**config.mk**
```make
export PLATFORM = sky130hd
export DESIGN_NAME = seq_addsub_unit
export DESIGN_NICKNAME = d
export VERILOG_FILES = /design/src/rtl/seq_addsub_unit_pkg.sv /design/src/rtl/seq_addsub_unit_chunk_adder.sv /design/src/rtl/seq_addsub_unit.sv
export SDC_FILE = /design/constraint.sdc
export NUM_CORES = 1
export LEC_CHECK = 0
export ABC_AREA = 0
export CAP_MARGIN = 20
export CORE_MARGIN = 2
export CORE_UTILIZATION = 40
export CTS_CLUSTER_DIAMETER = 200
export DETAILED_ROUTE_END_ITERATION = 8
export GPL_ROUTABILITY_DRIVEN = 0
export PLACE_DENSITY = 0.75
export SYNTH_ARGS = -nofsm -noshare
export SYNTH_HDL_FRONTEND = slang
export SYNTH_SLANG_ARGS = --single-unit
```
**constraint.sdc**
```tcl
create_clock -name clk -period 2.6 [get_ports clk]
set_input_delay 0.65 -clock clk [delete_from_list [all_inputs] [get_ports clk]]
set_output_delay 0.65 -clock clk [all_outputs]
set_load 0.01 [all_outputs]
```
**src/rtl/seq_addsub_unit_pkg.sv**
```systemverilog
// Shared definitions for the sequential add/sub unit: FSM state encoding and
// mode constants used by the top and its consumers.
package seq_addsub_unit_pkg;

  typedef enum logic [1:0] {
    IDLE = 2'd0,
    BUSY = 2'd1,
    DONE = 2'd2
  } state_e;

  localparam logic MODE_ADD = 1'b0;
  localparam logic MODE_SUB = 1'b1;

endpackage

```
**src/rtl/seq_addsub_unit_chunk_adder.sv**
```systemverilog
// Combinational CHUNK-bit ripple full-adder chain; also exposes the carry into
// its MSB so the top can derive signed overflow on the final chunk.
module chunk_adder #(
  parameter int CHUNK = 2
) (
  input  logic [CHUNK-1:0] a_i,
  input  logic [CHUNK-1:0] b_i,
  input  logic             c_i,
  output logic [CHUNK-1:0] sum_o,
  output logic             c_o,
  output logic             cMsb_o
);

  logic carry;

  always_comb begin
    carry  = c_i;
    sum_o  = '0;
    cMsb_o = 1'b0;
    for (int i = 0; i < CHUNK; i++) begin
      if (i == CHUNK - 1) cMsb_o = carry;
      sum_o[i] = a_i[i] ^ b_i[i] ^ carry;
      carry    = (a_i[i] & b_i[i]) | (carry & (a_i[i] ^ b_i[i]));
    end
    c_o = carry;
  end

endmodule

```
**src/rtl/seq_addsub_unit.sv**
```systemverilog
// Multi-cycle two's-complement adder/subtractor: CHUNK bits per clock with a
// registered carry, valid/ready handshake on operand and result sides.
module seq_addsub_unit
  import seq_addsub_unit_pkg::*;
#(
  parameter int WIDTH = 8,
  parameter int CHUNK = 2
) (
  input  logic             clk,
  input  logic             rst_n,
  input  logic             in_valid,
  output logic             in_ready,
  input  logic [WIDTH-1:0] a,
  input  logic [WIDTH-1:0] b,
  input  logic             m,
  output logic             out_valid,
  input  logic             out_ready,
  output logic [WIDTH-1:0] s,
  output logic             c_out,
  output logic             v,
  output logic             z
);

  localparam int NCHUNK = WIDTH / CHUNK;
  localparam int IDXW   = (NCHUNK > 1) ? $clog2(NCHUNK) : 1;
  localparam logic [IDXW-1:0] LAST_IDX = IDXW'(NCHUNK - 1);

  state_e           state_q;
  logic [WIDTH-1:0] opA_q;
  logic [WIDTH-1:0] opB_q;
  logic [WIDTH-1:0] sum_q;
  logic [WIDTH-1:0] sum_d;
  logic             carry_q;
  logic             cOut_q;
  logic             v_q;
  logic             z_q;
  logic             outValid_q;
  logic [IDXW-1:0]  idx_q;

  logic [CHUNK-1:0] chunkSum;
  logic             chunkCout;
  logic             chunkCmsb;

  chunk_adder #(.CHUNK(CHUNK)) uChunk (
    .a_i    (opA_q[idx_q*CHUNK +: CHUNK]),
    .b_i    (opB_q[idx_q*CHUNK +: CHUNK]),
    .c_i    (carry_q),
    .sum_o  (chunkSum),
    .c_o    (chunkCout),
    .cMsb_o (chunkCmsb)
  );

  always_comb begin
    sum_d = sum_q;
    sum_d[idx_q*CHUNK +: CHUNK] = chunkSum;
  end

  // Subtraction is folded in at accept time: B is inverted and the carry
  // chain is seeded with 1, so BUSY only ever adds.
  always_ff @(posedge clk) begin
    if (!rst_n) begin
      state_q    <= IDLE;
      opA_q      <= '0;
      opB_q      <= '0;
      sum_q      <= '0;
      carry_q    <= 1'b0;
      cOut_q     <= 1'b0;
      v_q        <= 1'b0;
      z_q        <= 1'b0;
      outValid_q <= 1'b0;
      idx_q      <= '0;
    end else begin
      case (state_q)
        IDLE: begin
          if (in_valid) begin
            opA_q   <= a;
            opB_q   <= b ^ {WIDTH{m}};
            carry_q <= (m == MODE_SUB);
            idx_q   <= '0;
            state_q <= BUSY;
          end
        end
        BUSY: begin
          sum_q   <= sum_d;
          carry_q <= chunkCout;
          idx_q   <= idx_q + 1'b1;
          if (idx_q == LAST_IDX) begin
            cOut_q     <= chunkCout;
            v_q        <= chunkCmsb ^ chunkCout;
            z_q        <= (sum_d == '0);
            outValid_q <= 1'b1;
            state_q    <= DONE;
          end
        end
        DONE: begin
          if (out_ready) begin
            outValid_q <= 1'b0;
            state_q    <= IDLE;
          end
        end
        default: state_q <= IDLE;
      endcase
    end
  end

  assign in_ready  = (state_q == IDLE);
  assign out_valid = outValid_q;
  assign s         = sum_q;
  assign c_out     = cOut_q;
  assign v         = v_q;
  assign z         = z_q;

endmodule

```
After elaboration in Yosys (flattened, before gate mapping)
Index checks and enable logic that the tools add are counted.
Widths: inputs -> output; s select.
{"block": "op_classes", "n_mux": 12, "eq_ne": 6, "bitwise": 12, "n_mul": 0, "reduce_logical": 9, "div": 0, "order_cmp": 0, "shift": 4, "add_sub_neg": 2}
{"cell": "$neg 3->34", "count": 1}
{"cell": "$shift 2x34->8 const A", "count": 1}
{"cell": "$shiftx 2x34->8", "count": 1}
{"cell": "$shiftx 8x4->2", "count": 2}
{"cell": "$bwmux 8", "count": 1}
{"cell": "$logic_not 8->1", "count": 1}
{"cell": "$mux 2", "count": 4}
{"cell": "$xor 8x8->8", "count": 1}
{"cell": "$ne 2x2->1 const B", "count": 3}
{"cell": "$pmux 2 s3", "count": 1}
{"cell": "$reduce_and 2->1", "count": 3}
{"cell": "$reduce_and 3->1", "count": 2}
{"cell": "$xor 1x1->1", "count": 5}
{"cell": "$and 1x1->1", "count": 4}
{"cell": "$eq 2x2->1 const B", "count": 2}
{"cell": "$pmux 1 s2", "count": 2}
{"cell": "$pmux 2 s2", "count": 1}
{"cell": "$reduce_bool 2->1", "count": 2}
{"cell": "$mux 1", "count": 3}
{"cell": "$add 2x1->2 const B", "count": 1}
{"cell": "$eq 2x1->1 const B", "count": 1}
{"cell": "$logic_not 2->1", "count": 1}
{"cell": "$or 1x1->1", "count": 2}
{"block": "totals", "n_memories": 0, "romBits": 0, "wordCells": 55, "ramBits": 0, "ff_bits": 33, "latchBits": 0, "output_inout_bits": 13}

Logic depth before layout (Yosys ltp)
{"block": "logic_depth", "word_depth": 8, "mapped_depth": 8}

By module
A second synthesis with hierarchy kept.
{"block": "unflattened", "hier_cells": 189, "hier_area_um2": 1720.4}
{"module": "seq_addsub_unit", "cells_per_inst": 187, "instances": 1, "area_each_um2": 1680.4}
{"module": "chunk_adder", "cells_per_inst": 2, "instances": 1, "area_each_um2": 40.0}

Worst setup path before layout
Ideal clock, no wire load.
{"block": "synth_path", "path_kind": "register to register", "startpoint": "reg idx_q[0]", "endpoint": "reg sum_q[1], in the netlist s[1]", "stages_incl_launch_ff": 8, "slack_ns": 0.047, "required_time_ns": 2.530, "t_arrival_ns": 2.483, "path_buffers": 1, "path_cell_list": "dfxtp_1 buf_6 mux4_2 fa_1 inv_1 fa_1 or3b_1 a21boi_1"}
{"block": "synth_via", "elab_chain_len": 7, "word_cells_on_any_way": 13}
{"item": "from (decl)", "line_no": "seq_addsub_unit.sv:38", "text": "logic [IDXW-1:0] idx_q;"}
{"item": "from (signal assigned)", "line_no": "seq_addsub_unit.sv:86", "text": "idx_q <= idx_q + 1'b1;"}
{"item": "$shiftx 8x4->2 (on tied branches)", "line_no": "seq_addsub_unit.sv:45, seq_addsub_unit.sv:46"}
{"item": "$xor 1x1->1", "line_no": "seq_addsub_unit_chunk_adder.sv:22, seq_addsub_unit_chunk_adder.sv:23"}
{"item": "$and 1x1->1", "line_no": "seq_addsub_unit_chunk_adder.sv:23", "text": "carry = (a_i[i] & b_i[i]) | (carry & (a_i[i] ^ b_i[i]));"}
{"item": "$or 1x1->1", "line_no": "seq_addsub_unit_chunk_adder.sv:23"}
{"item": "$xor 1x1->1", "line_no": "seq_addsub_unit_chunk_adder.sv:22", "text": "sum_o[i] = a_i[i] ^ b_i[i] ^ carry;"}
{"item": "$shiftx 2x34->8", "line_no": "seq_addsub_unit.sv:55", "text": "sum_d[idx_q*CHUNK +: CHUNK] = chunkSum;"}
{"item": "$bwmux 8 *", "line_no": "seq_addsub_unit.sv:55"}
{"item": "to (signal assigned)", "line_no": "seq_addsub_unit.sv:84", "text": "sum_q <= sum_d;"}
{"item": "to (decl)", "line_no": "seq_addsub_unit.sv:31", "text": "logic [WIDTH-1:0] sum_q;"}
Mark *: on every way between the ends. The rest lies on a longest branch, timed or not.
A chain may end at the register's enable or synchronous reset.

Worst setup path in the final report
{"block": "layout_path", "startpoint": "reg idx_q[0]", "endpoint": "reg sum_q[5], in the netlist s[5]"}
The elaborated chain is that of the path after synthesis.

==> results.md <==
Outcome:
- The run finished with clean final reports.

Yosys:
- The share of synthesized flip-flops with an asynchronous set or reset is 0%.
- The synthesized design contains 33 register bits.
- Averaged over all synthesized cells, the footprint is approximately 9.7 um^2.
- The biggest area contributor in the post-synthesis netlist is sky130_fd_sc_hd__dfxtp_1.
- The synthesized cell area is roughly 1700 um^2.
- After synthesis, the cell types taking the most area are sky130_fd_sc_hd__dfxtp_1 38%, sky130_fd_sc_hd__nand2_1 6.7%, sky130_fd_sc_hd__a21boi_1 6.5%, sky130_fd_sc_hd__o211a_1 5.2%, sky130_fd_sc_hd__mux4_2 5.2%.
- Summing the sequential cell areas from Yosys gives 37.8% of the chip area.
- The main flop type after synthesis is sky130_fd_sc_hd__dfxtp_1.
- The synthesized net count is approximately 210.
- The synthesized design contains 0 enable-type register cells.
- After synthesis, the largest area contributor takes up a little under two fifths of total cell area.
- The netlist uses 39 different library cells.
- The synthesis warning total is 0.
- Counting every instance in the synthesized netlist gives 180.

Clock network:
- The number of clock sinks is 33.
- In this run, CTS created clock tree buffers numbering 5.
- The H-tree was split into 2 levels.
- In this run the deepest clock path goes through 2 buffers.
- In this run the clock root is driven by a sky130_fd_sc_hd__clkbuf_8.
- The clock-pin slew reported for the worst setup and hold paths after clock tree synthesis is approximately 70 ps.
- TritonCTS built the clock tree.
- In this run the post-CTS setup repair buffer count came out at 0.
- The clock latency reported for the late side of the worst-skew pair is about 290 ps.

STA:
- At the pin with the least slew margin, the transition time is between 400 and 500 ps.
- The final period utilization is a little over nine tenths.
- Setup repair after global routing left no endpoint under its margin.
- The setup TNS after final layout is 0 ps.
- Setup violations remaining at the end of the flow were counted as 0.
- The final count of hold timing violations is 0.
- The worst-case setup margin in the final layout is approximately 110 ps.
- Between clock sinks in the finished design, the worst skew comes to roughly 4 ps.
- For the finished layout, the period the worst path requires is 2490 ps.
- The max-slew violation count is 0.
- The peak clock frequency supported by timing is about 400 MHz.
- The worst pin sits at a relative slew slack of 66.6%.

Layout:
- The number of filler instances in the final layout is approximately 430.
- 0 antenna diodes ended up in the layout.
- Summing all flip-flop and latch instances after layout gives around 660 um^2.
- The number of nets in the finished design is 242.
- The growth of design area from synthesis to finish is 27.6%.
- In the final layout, the multi-input gates occupy roughly 1000 um^2.
- The layout cell share with drive strength beyond 1 is between 10% and 20%.

Hold path:
- In this run the worst hold path is classified as flip-flop to flip-flop.
- The startpoint identified for the worst hold timing path is opA_q[7].

GRT:
- The largest net degree at the start of global routing is 34.
- The global-route wire length before repair is slightly below 6000 um.
- For this run the aggregate overflow at the end of global routing stands at 0.
- The initial antenna violation count is 0.
- The overall global routing resource usage is around 16%.
- The number of global-route vias before repair is about 1.3k.

Routing:
- The first-iteration detailed-routing DRC count is 97.
- The post-detailed-route DRC marker count is 0.
- For this block, the routed nets add up to approximately 3500 um of wire.
- The routed via count divided by cell count is ~5.2.
- The antenna violation net count after detailed routing is 0.
- The overall via count from detail_route is ~1.4k.
- In the final routed layout, each cell accounts on average for between 10 and 15 um.
- For this run, the detailed router's first-pass iteration total came to 4.

Placement:
- The setup slack after placement is slightly above 6 ps.
- The post-detailed-placement half-perimeter wirelength is around 2500 um.
- The count of port buffers added during placement is 33.

Setup path:
- The type of element capturing the critical path is a flip-flop.
- Walking the worst path, the cells encountered are mux4_2, fa_1, inv_1, fa_2, or3b_1, a21boi_1.
- For this design, the slowest cell found on the critical path is sky130_fd_sc_hd__mux4_2.
- The data required time of the critical path is approximately 2800 ps.
- The largest single stage delay on the critical path is between 500 and 600 ps.
- The source of the critical timing path is idx_q[0].
- The highest net fanout along the worst path is 4.
- Data on the critical path arrives at its endpoint at ~2700 ps.
- The critical path startpoint category is a flip-flop.
- The kind of critical path is flip-flop to flip-flop.
- The worst register-to-register path begins at idx_q[0].

Floorplan:
- The area of the core is between 4000 and 5000 um^2.
- The floorplan step set the die height to roughly 70 um.
- Row generation in the floorplan step produced 24 rows.
- The die is between 70 and 80 um wide.
- The die covers about 5000 um^2.
- For this configuration, the core starts out at a cell density of about two fifths.
- 34 I/O pins were placed.

Job:
- Max-cap violations in this run came to 0.

Power and ir drop:
- The cell area power density is 555 nW/um^2.
- The worst-case vdd ir drop is approximately 0.25 mV.
- The leakage power is around 0.88 nW.
==> Yosys cell counts (all sizes together), types with 3 or more instances <==
| library cell | count |
|---|---|
| buf | 7 |
| or3b | 3 |
| mux4 | 4 |
| nand3 | 3 |
| o211a | 9 |
| nor2b | 7 |
| xnor2 | 9 |
| clkbuf | 4 |
| nand2 | 31 |
| nor2 | 6 |
| a21boi | 15 |
| nor3b | 4 |
| inv | 5 |
| nand2b | 3 |
| dfxtp | 33 |
| ha | 6 |
| nand3b | 5 |
==> metrics by stage <==
step	instances	hold slack, ps	cell area (um^2)	total power [mW]	util, %
after floorplan	180	432	1750	0.705	-
after global placement	258	443	2110	0.772	49.5
after detailed placement	258	445	2110	0.776	49.5
after CTS	265	454	2220	1.25	52.0
after global routing	265	477	2230	1.30	52.2
final	265	452	2230	1.24	52.2
==> critical path, delay by kind of cell, from the launching register on <==
kind                     cells  cell delay (ps)
AO/OA/AOI/OAI                1              150
adder cells (fa/ha/maj)      2              910
buffers and inverters        1               90
flip-flops                   1              370
multiplexers                 1              510
AND/OR/NAND/NOR              1              390
==> cells in the final DEF (no fill, tap or decap), drive strengths merged, types with 3 or more instances in the layout <==
cell type	netlist	final
a21boi	15	15
buf	7	4
clkbuf	4	5
clkdlybuf4s50	0	33
dfxtp	33	33
ha	6	6
inv	5	5
mux4	4	4
nand2	31	31
nand2b	3	3
nand3	3	3
nand3b	5	5
nor2	6	6
nor2b	7	7
nor3b	4	4
o211a	9	9
or3b	3	3
xnor2	9	9
==> repair_timing <==
action                                  CTS  global route
endpoints found under the setup margin    1             3
pin swaps                                 0             0
hold buffers                              0             0
gates resized for setup                   1             3
==> power breakdown <==
part / leakage (nW) / switching (mW) / internal (mW)
registers: 0.270 / 0.0214 / 0.532
clock network: 0.0540 / 0.190 / 0.278
logic: 0.551 / 0.0981 / 0.116
==> layout make-up <==
class / count / area share [%]
clock buffers: 5 / 3.09
clock inverters: 2 / 1.57
inverters: 5 / 0.843
multi-input cells: 131 / 45.6
flip-flops and latches: 33 / 29.8
well taps: 52 / 2.92
repair buffers: 37 / 16.2
==> metal layers <==
layer  share of wire (%)  vias to the layer above  global-route usage, %
met4                 3.0                        0                   8.97
met5                   0                        -                      0
li1                    -                      697                      -
met2                  47                       41                   23.4
met1                  45                      638                   20.0
met3                 4.9                       11                   4.62
==> registers in the layout, indices dropped and copies added (netlist names) <==
signal,flops
state_q,2
opA_q,8
s,8
opB_q,8
out_valid,1
carry_q,1
c_out,1
idx_q,2
v,1
z,1
==> cell families (layout without fill, tap and decap cells) <==
kind of cell / Yosys count / after routing / share of synthesized area [%]
adder cells (fa/ha/maj): 8 / 8 / 6.59
AND/OR/NAND/NOR: 71 / 71 / 22.9
AO/OA/AOI/OAI: 38 / 38 / 18.0
buffers and inverters: 16 / 49 / 4.44
XOR/XNOR: 9 / 9 / 4.52
flip-flops: 33 / 33 / 37.8
multiplexers: 5 / 5 / 5.73
==> path summary, 6_finish.rpt <==
check | to | slack, ps | cells after the start
setup / recovery | s[5] | 110 | 6
hold / removal | opA_q[7] | 450 | 2
setup reg to reg | s[5] | 110 | 6
hold reg to reg | opA_q[7] | 450 | 2
(Power assumes the default switching activity.)
